### config.mk
export PLATFORM = sky130hd
export DESIGN_NAME = quad_decoder
export DESIGN_NICKNAME = d
export VERILOG_FILES = /design/src/rtl/quad_decoder.sv
export SDC_FILE = /design/constraint.sdc
export NUM_CORES = 1
export LEC_CHECK = 0
export CELL_PAD_IN_SITES_DETAIL_PLACEMENT = 0
export CELL_PAD_IN_SITES_GLOBAL_PLACEMENT = 1
export CORE_MARGIN = 1
export CORE_UTILIZATION = 47
export CTS_BUF_LIST = sky130_fd_sc_hd__clkbuf_16
export CTS_CLUSTER_SIZE = 40
export DETAILED_ROUTE_END_ITERATION = 10
export PLACE_DENSITY = 0.91
export SLEW_MARGIN = 5
export SYNTH_ARGS = -nofsm -noshare
export SYNTH_HDL_FRONTEND = slang
export SYNTH_SLANG_ARGS = --single-unit
export TNS_END_PERCENT = 1
### constraint.sdc
create_clock -name clk -period 5.1 [get_ports clk]
set_input_delay 1.275 -clock clk [delete_from_list [all_inputs] [get_ports clk]]
set_output_delay 1.275 -clock clk [all_outputs]
set_load 0.1 [all_outputs]
### src/rtl/quad_decoder.sv
// Quadrature encoder front end: 2-FF synchroniser, hold-time glitch filter and Gray-code
// decoder producing a one-cycle step pulse, a direction level and a sticky error flag.
module quad_decoder #(
  parameter int unsigned FILT_CYC = 4
) (
  input  logic clk,
  input  logic rst_n,
  input  logic a_in,
  input  logic b_in,
  input  logic enable,
  input  logic err_clr,
  output logic step,
  output logic dir,
  output logic err
);

  typedef enum logic {StInit, StTrack} state_e;

  localparam logic [7:0] FiltCyc = 8'(FILT_CYC);

  state_e     r_state, w_state_next;
  logic [1:0] r_s1, r_s2, r_last, r_filt, r_old;
  logic [7:0] r_cnt, w_cnt_now;
  logic       r_pend, r_step, r_dir, r_err;
  logic       w_accept, w_illegal;
  logic [1:0] w_fwd_of;

  // Run length of the current s2 value, counting the edge being evaluated.
  always_comb begin
    w_cnt_now = r_cnt;
    if (r_s2 != r_last) begin
      w_cnt_now = 8'd1;
    end else if (r_cnt != 8'hFF) begin
      w_cnt_now = r_cnt + 8'd1;
    end
  end

  // INIT accepts any settled value so an encoder idling at 00 still leaves INIT.
  assign w_accept = (w_cnt_now >= FiltCyc) && ((r_state == StInit) || (r_s2 != r_filt));

  always_comb begin
    w_state_next = r_state;
    if (r_state == StInit && w_accept) begin
      w_state_next = StTrack;
    end
  end

  always_comb begin
    w_fwd_of = 2'b00;
    unique case (r_old)
      2'b00: w_fwd_of = 2'b01;
      2'b01: w_fwd_of = 2'b11;
      2'b11: w_fwd_of = 2'b10;
      2'b10: w_fwd_of = 2'b00;
      default: w_fwd_of = 2'b00;
    endcase
  end

  assign w_illegal = ((r_old ^ r_filt) == 2'b11);

  always_ff @(posedge clk or negedge rst_n) begin
    if (!rst_n) begin
      r_state <= StInit;
    end else begin
      r_state <= w_state_next;
    end
  end

  always_ff @(posedge clk or negedge rst_n) begin
    if (!rst_n) begin
      r_s1   <= 2'b00;
      r_s2   <= 2'b00;
      r_last <= 2'b00;
      r_cnt  <= 8'd0;
      r_filt <= 2'b00;
      r_old  <= 2'b00;
      r_pend <= 1'b0;
      r_step <= 1'b0;
      r_dir  <= 1'b1;
      r_err  <= 1'b0;
    end else begin
      r_s1   <= {a_in, b_in};
      r_s2   <= r_s1;
      r_last <= r_s2;
      r_cnt  <= w_cnt_now;
      r_old  <= r_filt;
      if (w_accept) begin
        r_filt <= r_s2;
      end
      // Decode happens one edge after acceptance, comparing the previous and new filt.
      r_pend <= w_accept && (r_state == StTrack);
      r_step <= r_pend && !w_illegal && enable;
      if (r_pend && !w_illegal) begin
        r_dir <= (r_filt == w_fwd_of);
      end
      r_err  <= (r_pend && w_illegal) || (r_err && !err_clr);
    end
  end

  assign step = r_step;
  assign dir  = r_dir;
  assign err  = r_err;

endmodule

# Yosys cells after proc, flatten, opt, wreduce, memory -nomap -nowiden
# Cells that the tools add are included.
dict set report totals {
  ff_bits 23
  in_bits 6
}
dict set report op_classes {
  n_addsub 1
  magnitude_cmp 1
  eq_ne 8
  muxes 3
  bitwise 2
  n_reduce_logical 12
}
# op n
set ops {}
lappend ops {{8-bit two-way mux} 2}
lappend ops {{8-bit by 1-bit adder with 8-bit output (second input constant)} 1}
lappend ops {{8-bit by 3-bit >= comparator with 1-bit output (second input constant)} 1}
lappend ops {{8-bit != test (second input constant)} 1}
lappend ops {{2-bit one-hot mux with 4 select lines} 1}
lappend ops {{1-bit logical AND} 7}
lappend ops {{2-bit == test (second input constant)} 3}
lappend ops {{2-bit != test} 2}
lappend ops {{2-bit by 1-bit == test with 1-bit output (second input constant)} 1}
lappend ops {{2-bit == test} 1}
lappend ops {{1-bit zero test} 2}
lappend ops {{2-bit zero test} 1}
lappend ops {{1-bit logical OR} 2}
lappend ops {{2-bit bitwise XOR} 1}
lappend ops {{1-bit inverter} 1}

# Depth between registers and ports, before layout
# Gate-level depths: netlist (run 1).
dict set report logic_depth {
  depth_word 6
  depth_mapped 6
  ltp_nobuf 6
}

# Worst setup path after synthesis (run 1)
# No wires, ideal clock.
dict set report synth_path {
  path_type {reg-to-output}
  start {register r_err (netlist: err)}
  end {output port err}
  t_arrival_ns 0.897
  required_time_ns 3.825
  path_slack_ns 2.928
  stages_incl_launch_ff 1
  path_buffers 0
  path_cell_list {dfrtp_1}
}
# element line_no
set synth_lines {}
lappend synth_lines {{start, declared} 24} ;# logic r_pend, r_step, r_dir, r_err;
lappend synth_lines {{start signal, assigned} 96} ;# r_err <= (r_pend && w_illegal) || (r_err && !err_clr);
lappend synth_lines {{end, declared} 14} ;# output logic err
# No word-level cell between the ends.

# Final worst setup path (run 1)
dict set report layout_path {
  start {register r_dir (netlist: dir)}
  end {output port dir}
}
# element line_no
set layout_lines {}
lappend layout_lines {{start, declared} 24}
lappend layout_lines {{start signal, assigned} 94} ;# r_dir <= (r_filt == w_fwd_of);
lappend layout_lines {{end, declared} 13} ;# output logic dir,
# No word-level cell between the ends.

==> results of run 1 <==
-- state kept, by name, indices dropped and copies added, names as in the netlist, 2 cells and up --
register and count:
r_s2 2, r_last 2, r_cnt 8, r_old 2, r_s1 2, r_filt 2
-- worst max-delay path by stage --
stage	start	to	slack, ps	cells past startpoint
after global placement	dir	dir	2160	1
after global routing	dir	dir	1840	1
final	dir	dir	1890	1
after CTS	dir	dir	1880	1
after floorplan	err	err	2930	0
after detailed placement	dir	dir	2160	1
-- metrics by stage --
step / power, mW / hold slack [ps] / std cells / utilization [%]
after detailed placement: 0.347 / 342 / 124 / 56.9
after global routing: 0.535 / 358 / 128 / 60.9
after floorplan: 0.322 / 331 / 90 / -
after global placement: 0.338 / 333 / 124 / 56.9
final: 0.508 / 355 / 128 / 60.9
after CTS: 0.515 / 356 / 128 / 60.9
-- placed cells by master (no fill, tap or decap), types with 3 or more instances in the layout --
cell type        count
dfrtp_1             22
clkdlybuf4s50_1      8
nor3_1               4
nand2_1             10
xor2_1               3
xnor2_1              5
a31oi_1              3
nand3_1              4
nor2_1               5
clkbuf_16            3
a21oi_1              4
-- power groups by stage --
stage / clock (mW) / sequential [mW] / combinational [mW]
global placement: 0 / 0.247 / 0.0910
finish: 0.165 / 0.246 / 0.0968
CTS: 0.170 / 0.246 / 0.0979
floorplan: 0 / 0.249 / 0.0731
global route: 0.176 / 0.251 / 0.108
detailed placement: 0 / 0.250 / 0.0973
-- cells by family after synthesis --
logic type               Yosys count
buffers and inverters              3
AND/OR/NAND/NOR                   33
multiplexers                       3
flip-flops                        23
adder cells (fa/ha/maj)            1
XOR/XNOR                           8
AO/OA/AOI/OAI                     19
-- layout make-up --
| cell class | instances | share of cell area, % |
|---|---|---|
| well taps | 27 | 2.74 |
| repair buffers | 8 | 6.50 |
| flip-flops and latches | 23 | 46.8 |
| clock buffers | 3 | 6.10 |
| multi-input cells | 64 | 36.8 |
| clock inverters | 1 | 0.407 |
| inverters | 2 | 0.610 |
-- Yosys cell counts (all sizes together) (2+ instances only) --
master  number
nor3b        2
dfrtp       22
xnor2        5
mux2         2
nor3         4
xor2         3
and3         2
nand2       10
inv          2
a21oi        4
a31oi        3
nand3        4
a211oi       2
nor2         5
o21bai       2
-- routing by layer --
metal / GRT usage [%] / vias up / routed length, um / part of all wire, %
met4: 10.3 / 0 / 37 / 2.1
met1: 21.5 / 343 / 780 / 45
li1: - / 353 / - / -
met3: 2.80 / 4 / 72 / 4.2
met2: 26.5 / 20 / 832 / 48
met5: 0 / - / 0 / 0
==> summary.md, run 1 <==
| Metric | Value |
|---|---|
| Total buffers and inverters traversed by the critical path | `1` |
| Synthesized netlist cell count | `90` |
| CTS H-tree lvls | `1` |
| Count of port buffers added during placement | `8` |
| Delay-heaviest family, CP | `buffers and inverters` |
| Post-Place Worst Slack | `2160 ps` |
| Static Leak | `0.480 nW` |
| Number of post-CTS setup repair buffers | `0` |
| Number of sinks driven by the clock tree | `23` |
| Cell-by-cell listing of the critical path | `clkdlybuf4s50_1` |
| Filler cell count | `170` |
| Switching share of power | `28.7%` |
| DRC violations left | `0` |
| Netlist cell types | `33` |
| Minimum setup slack among reg-to-reg paths | `2810 ps` |
| Beginning of the worst hold path | `r_s1[1]` |
| Initial cell density of the core | `51.7%` |
| Synth async-reset ratio | `100%` |
| Avg Vias per Cell | `5.63` |
| Number of synthesized register bits | `23` |
| Outcome | `finished, final reports clean` |
| Startpoint type of the worst setup path | `flop` |
| Final instance area | `1230 um2` |
| Total standard cell area after synthesis | `1040 um2` |
| Share of cells above drive strength 1 | `13.9%` |
| Number of hold-repair buffers added at the cts stage | `0` |
| Area after detailed placement | `1150 um2` |
| Cell Int Power | `0.362 mW` |
| Pin count of the biggest net entering global routing | `24` |
| Clock root buffer | `clkbuf_16` |
| Maximum vdd ir drop | `0.270 mV` |
| Skew-Pair Late Insertion Delay | `250 ps` |
| Global-route wire length before repair | `2.97 mm` |
| Total area of multi-input combinational cells | `453 um2` |
| Proportion of power drawn by the clock network | `32.5%` |
| Synth Area per Inst | `11.6 um2` |
| Warnings from Yosys | `0` |
| Setup slack of the critical path after layout | `1890 ps` |
| Most common flop cell mapped by yosys | `dfrtp_1` |
| Min-Delay Path Class | `reg -> reg` |
| Share of the cycle needed by the critical path after routing | `63.0%` |
| Setup TNS | `0 ps` |
| Critical-path maximum fanout | `5` |
| Worst Hold Path Cells | `0` |
| Hold EP | `r_s2[1]` |
| Cell with the largest stage delay on the worst path | `clkdlybuf4s50_1` |
| Number of design-rule violations left by the first detailed-router iteration | `8` |
| Fraction of the yosys area taken by sequential cells | `55.2%` |
| Final setup skew | `2.84 ps` |
| Area contributors post-synth | `dfrtp_1 (53%), xnor2_1 (4.2%), nand2_1 (3.6%), mux2_4 (2.9%), dfstp_2 (2.5%)` |
| Antenna diodes | `0` |
| Largest family of logic cells by synthesized area | `simple AND/OR/NAND/NOR gates` |
| Fin nets | `109` |
| Cell Pwr Density | `413 nW/um2` |
| Synthesized Nets | `97` |
| Total CTS buffers | `3` |
| Number of optimization iterations in the first detailed-route pass | `4` |
| Die X | `49.1 um` |
| Worst path required time | `3830 ps` |
| Area growth from synthesis to final layout | `17.8%` |
| Crit end category | `primary output` |
| Number of synthesized flops with an enable pin | `0` |
| Crit Reg-Reg Endpoint | `r_filt[0]` |
| Via count of the first global-routing pass | `663` |
| Multiplexer share of the synthesized area | `3.83%` |
| Xor and xnor area share after synthesis | `6.71%` |
| Global-route congestion overflow total | `0` |
| Sequential share of power | `48.4%` |
| Total Die Area | `2420 um2` |
| Max-slew violation count | `0` |
| Area share of the largest cell type after synthesis | `52.7%` |
| Combinational cell fraction of total power | `19.0%` |
| Worst Tran Pin Value | `958 ps` |
| Number of top-level pins | `9` |
| Post-synthesis simple-gate area fraction | `18.4%` |
| Number of nets with antenna violations after routing | `0` |
| R2r startpoint | `r_cnt[0]` |
| Net switching power of the design | `0.146 mW` |
| Relative slew slack | `35.9%` |
| Post-detailed-placement half-perimeter wirelength | `1.27 mm` |
| Unrepaired setup endpoints after global routing | `no` |
| Die H | `49.1 um` |
| Final-report hold violation count | `0` |
| Clk slew on worst S/H paths | `60 ps` |
| Fmax | `311 MHz` |
| # setup viols final | `0` |
| Initial antenna violation count | `0` |
| Category of the critical setup timing path | `reg -> out` |
| CTS tree | `yes` |
| Critical path arrival | `1940 ps` |
| Cell taking the most area after synthesis | `dfrtp_1` |
| Slowest stage delay, CP | `1130 ps` |
| Reg2Reg Depth | `6` |
| Global placement routability congestion | `0.720` |
| Storage element area | `577 um2` |
| Total Routed Length | `1.72 mm` |
| Total number of placement rows | `16` |
| Max clock buf depth | `2` |
| Std-Cell Core Area | `2020 um2` |
| Combined global-route utilization of all metal layers | `16.8%` |
| Total via count after detailed routing | `720` |
| Post-layout min period | `3210 ps` |
| Maximum capacitance violations | `0` |
| CTS-repair resized insts | `0` |
| Post-synthesis compound-gate area fraction | `13.2%` |
| Routed length per instance | `13.4 um` |
| Arithmetic-cell share of the synthesized area counting full adders, half adders and majority gates | `1.20%` |
Power figures use the tool's default switching activity.
==> run 2: changes to the inputs <==
--- a/config.mk
+++ b/config.mk
@@ -8,11 +8,11 @@
 export CELL_PAD_IN_SITES_DETAIL_PLACEMENT = 0
 export CELL_PAD_IN_SITES_GLOBAL_PLACEMENT = 1
 export CORE_MARGIN = 1
-export CORE_UTILIZATION = 47
+export CORE_UTILIZATION = 40
 export CTS_BUF_LIST = sky130_fd_sc_hd__clkbuf_16
 export CTS_CLUSTER_SIZE = 40
 export DETAILED_ROUTE_END_ITERATION = 10
-export PLACE_DENSITY = 0.91
+export PLACE_DENSITY = 0.84
 export SLEW_MARGIN = 5
 export SYNTH_ARGS = -nofsm -noshare
 export SYNTH_HDL_FRONTEND = slang
==> constraint.sdc (replaced) <==
create_clock -name clk -period 2.6 [get_ports clk]
set_input_delay 0.65 -clock clk [delete_from_list [all_inputs] [get_ports clk]]
set_output_delay 0.65 -clock clk [all_outputs]
set_load 0.1 [all_outputs]
==> run 2 against run 1 <==
  * Register-to-register slack lost 2500 ps
  * Setup slack worse by 1600 ps
  * Critical path depth is 5 higher
  * First-iteration DRC count stayed put
  * Via count grew 0.56%
  * Critical path type is now reg -> reg
==> summary.md, run 2 (synthesis results as in run 1) <==
| Metric | Value |
|---|---|
| Skew-Pair Late Insertion Delay | `260 ps (was 250 ps)` |
| Critical path arrival | `2410 ps (was 1940 ps)` |
| Startpoint type of the worst setup path | `flop (unchanged)` |
| Outcome | `finished, final reports clean (unchanged)` |
| Final setup skew | `1.79 ps (was 2.84 ps)` |
| Static Leak | `0.487 nW (was 0.480 nW)` |
| Crit end category | `flop (was primary output)` |
| Pin count of the biggest net entering global routing | `24 (unchanged)` |
| Slowest stage delay, CP | `560 ps (was 1130 ps)` |
| Combined global-route utilization of all metal layers | `16.6% (was 16.8%)` |
| # setup viols final | `0 (unchanged)` |
| DRC violations left | `0 (unchanged)` |
| Clk slew on worst S/H paths | `60 ps (about the same)` |
| CTS tree | `yes (unchanged)` |
| Hold EP | `r_s2[0] (was r_s2[1])` |
| Share of the core filled with cells in the final layout | `49.9% (was 60.9%)` |
| Min-Delay Path Class | `reg -> reg (unchanged)` |
| Initial antenna violation count | `0 (unchanged)` |
| Fin nets | `110 (was 109)` |
| Post-layout min period | `2260 ps` |
| Minimum setup slack among reg-to-reg paths | `340 ps (was 2810 ps)` |
| Share of the cycle needed by the critical path after routing | `87.1%` |
| Total via count after detailed routing | `724 (was 720)` |
| Max clock buf depth | `2 (unchanged)` |
| Routed length per instance | `14.3 um (was 13.4 um)` |
| Count of port buffers added during placement | `8 (unchanged)` |
| Beginning of the worst hold path | `r_s1[0] (was r_s1[1])` |
| Total Routed Length | `1.89 mm (was 1.72 mm)` |
| Critical-path maximum fanout | `5 (unchanged)` |
| Category of the critical setup timing path | `reg -> reg (was reg -> out)` |
| Maximum capacitance violations | `0 (unchanged)` |
| Filler cell count | `221 (was 170)` |
| Number of post-CTS setup repair buffers | `0 (unchanged)` |
| Total CTS buffers | `3 (unchanged)` |
| CTS H-tree lvls | `1 (unchanged)` |
| Final-report hold violation count | `0 (unchanged)` |
| CTS-repair resized insts | `0 (unchanged)` |
| Global-route congestion overflow total | `0 (unchanged)` |
| Unrepaired setup endpoints after global routing | `no (unchanged)` |
| Total number of placement rows | `18 (was 16)` |
| Flip-flop count of the largest register, all copies and words added | `8 (unchanged)` |
| Total Die Area | `2820 um2 (was 2420 um2)` |
| Crit Reg-Reg Endpoint | `r_filt[1] (was r_filt[0])` |
| Initial cell density of the core | `42.2% (was 51.7%)` |
| Global placement routability congestion | `0.747 (was 0.720)` |
| Worst Tran Pin Value | `653 ps (was 958 ps)` |
| Die X | `53.1 um (was 49.1 um)` |
| Worst Hold Path Cells | `0 (unchanged)` |
| Max-slew violation count | `0 (unchanged)` |
| Number of optimization iterations in the first detailed-route pass | `2 (was 4)` |
| Most frequent standard cell in the layout excluding fill and tap cells | `dfrtp_1 (unchanged)` |
| Post-detailed-placement half-perimeter wirelength | `1.25 mm (was 1.27 mm)` |
| Maximum vdd ir drop | `0.559 mV (was 0.270 mV)` |
| Die H | `53.1 um (was 49.1 um)` |
| Placed cells | `128 (was 124)` |
| Number of top-level pins | `9 (unchanged)` |
| Fmax | `442 MHz` |
| Worst path required time | `2740 ps (was 3830 ps)` |
| Cell Pwr Density | `809 nW/um2 (was 413 nW/um2)` |
| Share of cells above drive strength 1 | `17.6% (was 13.9%)` |
| Cell-by-cell listing of the critical path | `ha_1 -> and2_1 -> nor4b_2 -> nor3b_1 -> or4_4 -> mux2_4 (was clkdlybuf4s50_1)` |
| Avg Vias per Cell | `5.48 (was 5.63)` |
| Cell with the largest stage delay on the worst path | `or4_4 (was clkdlybuf4s50_1)` |
| Number of nets with antenna violations after routing | `0 (unchanged)` |
| Via count of the first global-routing pass | `678 (was 663)` |
| Hold_ws | `347 ps (was 355 ps)` |
| Number of design-rule violations left by the first detailed-router iteration | `8 (unchanged)` |
| Area growth from synthesis to final layout | `18.4% (was 17.8%)` |
| Number of sinks driven by the clock tree | `23 (unchanged)` |
| Antenna diodes | `0 (unchanged)` |
| Std-Cell Core Area | `2480 um2 (was 2020 um2)` |
| Relative slew slack | `56.1% (was 35.9%)` |
| Global-route wire length before repair | `3.12 mm (was 2.97 mm)` |
| Setup TNS | `0 ps (unchanged)` |
| Reg2Reg Depth | `6 (unchanged)` |
| R2r startpoint | `r_cnt[0] (unchanged)` |
| Register bank with the most flops | `r_cnt (unchanged)` |
| Final cell count without fillers | `132 (was 128)` |
| Commonest non-fill, non-tap cells in the layout | `dfrtp_1 (22), nand2_1 (10), nor2_1 (5), xnor2_1 (5), clkdlybuf4s50_1 (5) (was dfrtp_1 (22), nand2_1 (10), clkdlybuf4s50_1 (8))` |
| Number of hold-repair buffers added at the cts stage | `0 (unchanged)` |
| Clock root buffer | `clkbuf_16 (unchanged)` |
[run 2: cell count changes in the layout (fill, tap and decap cells not counted)]
cell             delta
clkdlybuf4s50_1     -3
clkinv_2            -1
buf_4               +4
clkinvlp_4          +1
[run 2: power by group]
group | total (mW) | internal [mW] | switching, mW | leakage (nW)
Sequential | 0.482 | 0.410 | 0.0726 | 0.286
Combinational | 0.182 | 0.0936 | 0.0888 | 0.164
Clock | 0.337 | 0.209 | 0.128 | 0.0371
[run 2: cell type report]
class                      instances  area (um2)  area share (%)
sequential                        23         577            46.6
inverter                           2        7.51           0.607
clock buffer                       3        75.1            6.07
tap                               30        37.5            3.03
timing repair buffer               9        80.1            6.47
multi-input combinational         64         453            36.6
clock inverter                     1        7.51           0.607
[run 2: per-layer routing]
layer / up-vias / wire, um / global-route usage, %
met5: - / 0 / 0
met4: 0 / 55 / 11.8
met3: 5 / 67 / 4.31
met2: 16 / 879 / 25.1
met1: 352 / 893 / 20.4
li1: 351 / - / -
[run 2: metrics by stage]
stage | instance area (um2) | power (mW) | worst slack [ps]
after global placement | 1150 | 0.666 | 386
after CTS | 1240 | 1.02 | 332
final | 1240 | 1.00 | 336
after global routing | 1240 | 1.06 | 273
after detailed placement | 1150 | 0.674 | 339
after floorplan | 1040 | 0.631 | 447
[run 2: worst max path at each step]
stage | start | to
6_report | r_cnt[0] | r_filt[1]
5_1_grt | r_cnt[0] | r_filt[1]
4_1_cts | r_cnt[0] | r_filt[1]
3_5_place_dp | r_cnt[0] | r_filt[1]
3_3_place_gp | r_cnt[0] | r_filt[1]
2_1_floorplan | r_cnt[0] | r_filt[1]
[run 2: critical path: cells and delay by family, from the launching register on]
family | cells | cell delay (ps)
mux | 1 | 310
simple gates | 4 | 1140
fa+ha+maj | 1 | 260
flops | 1 | 440
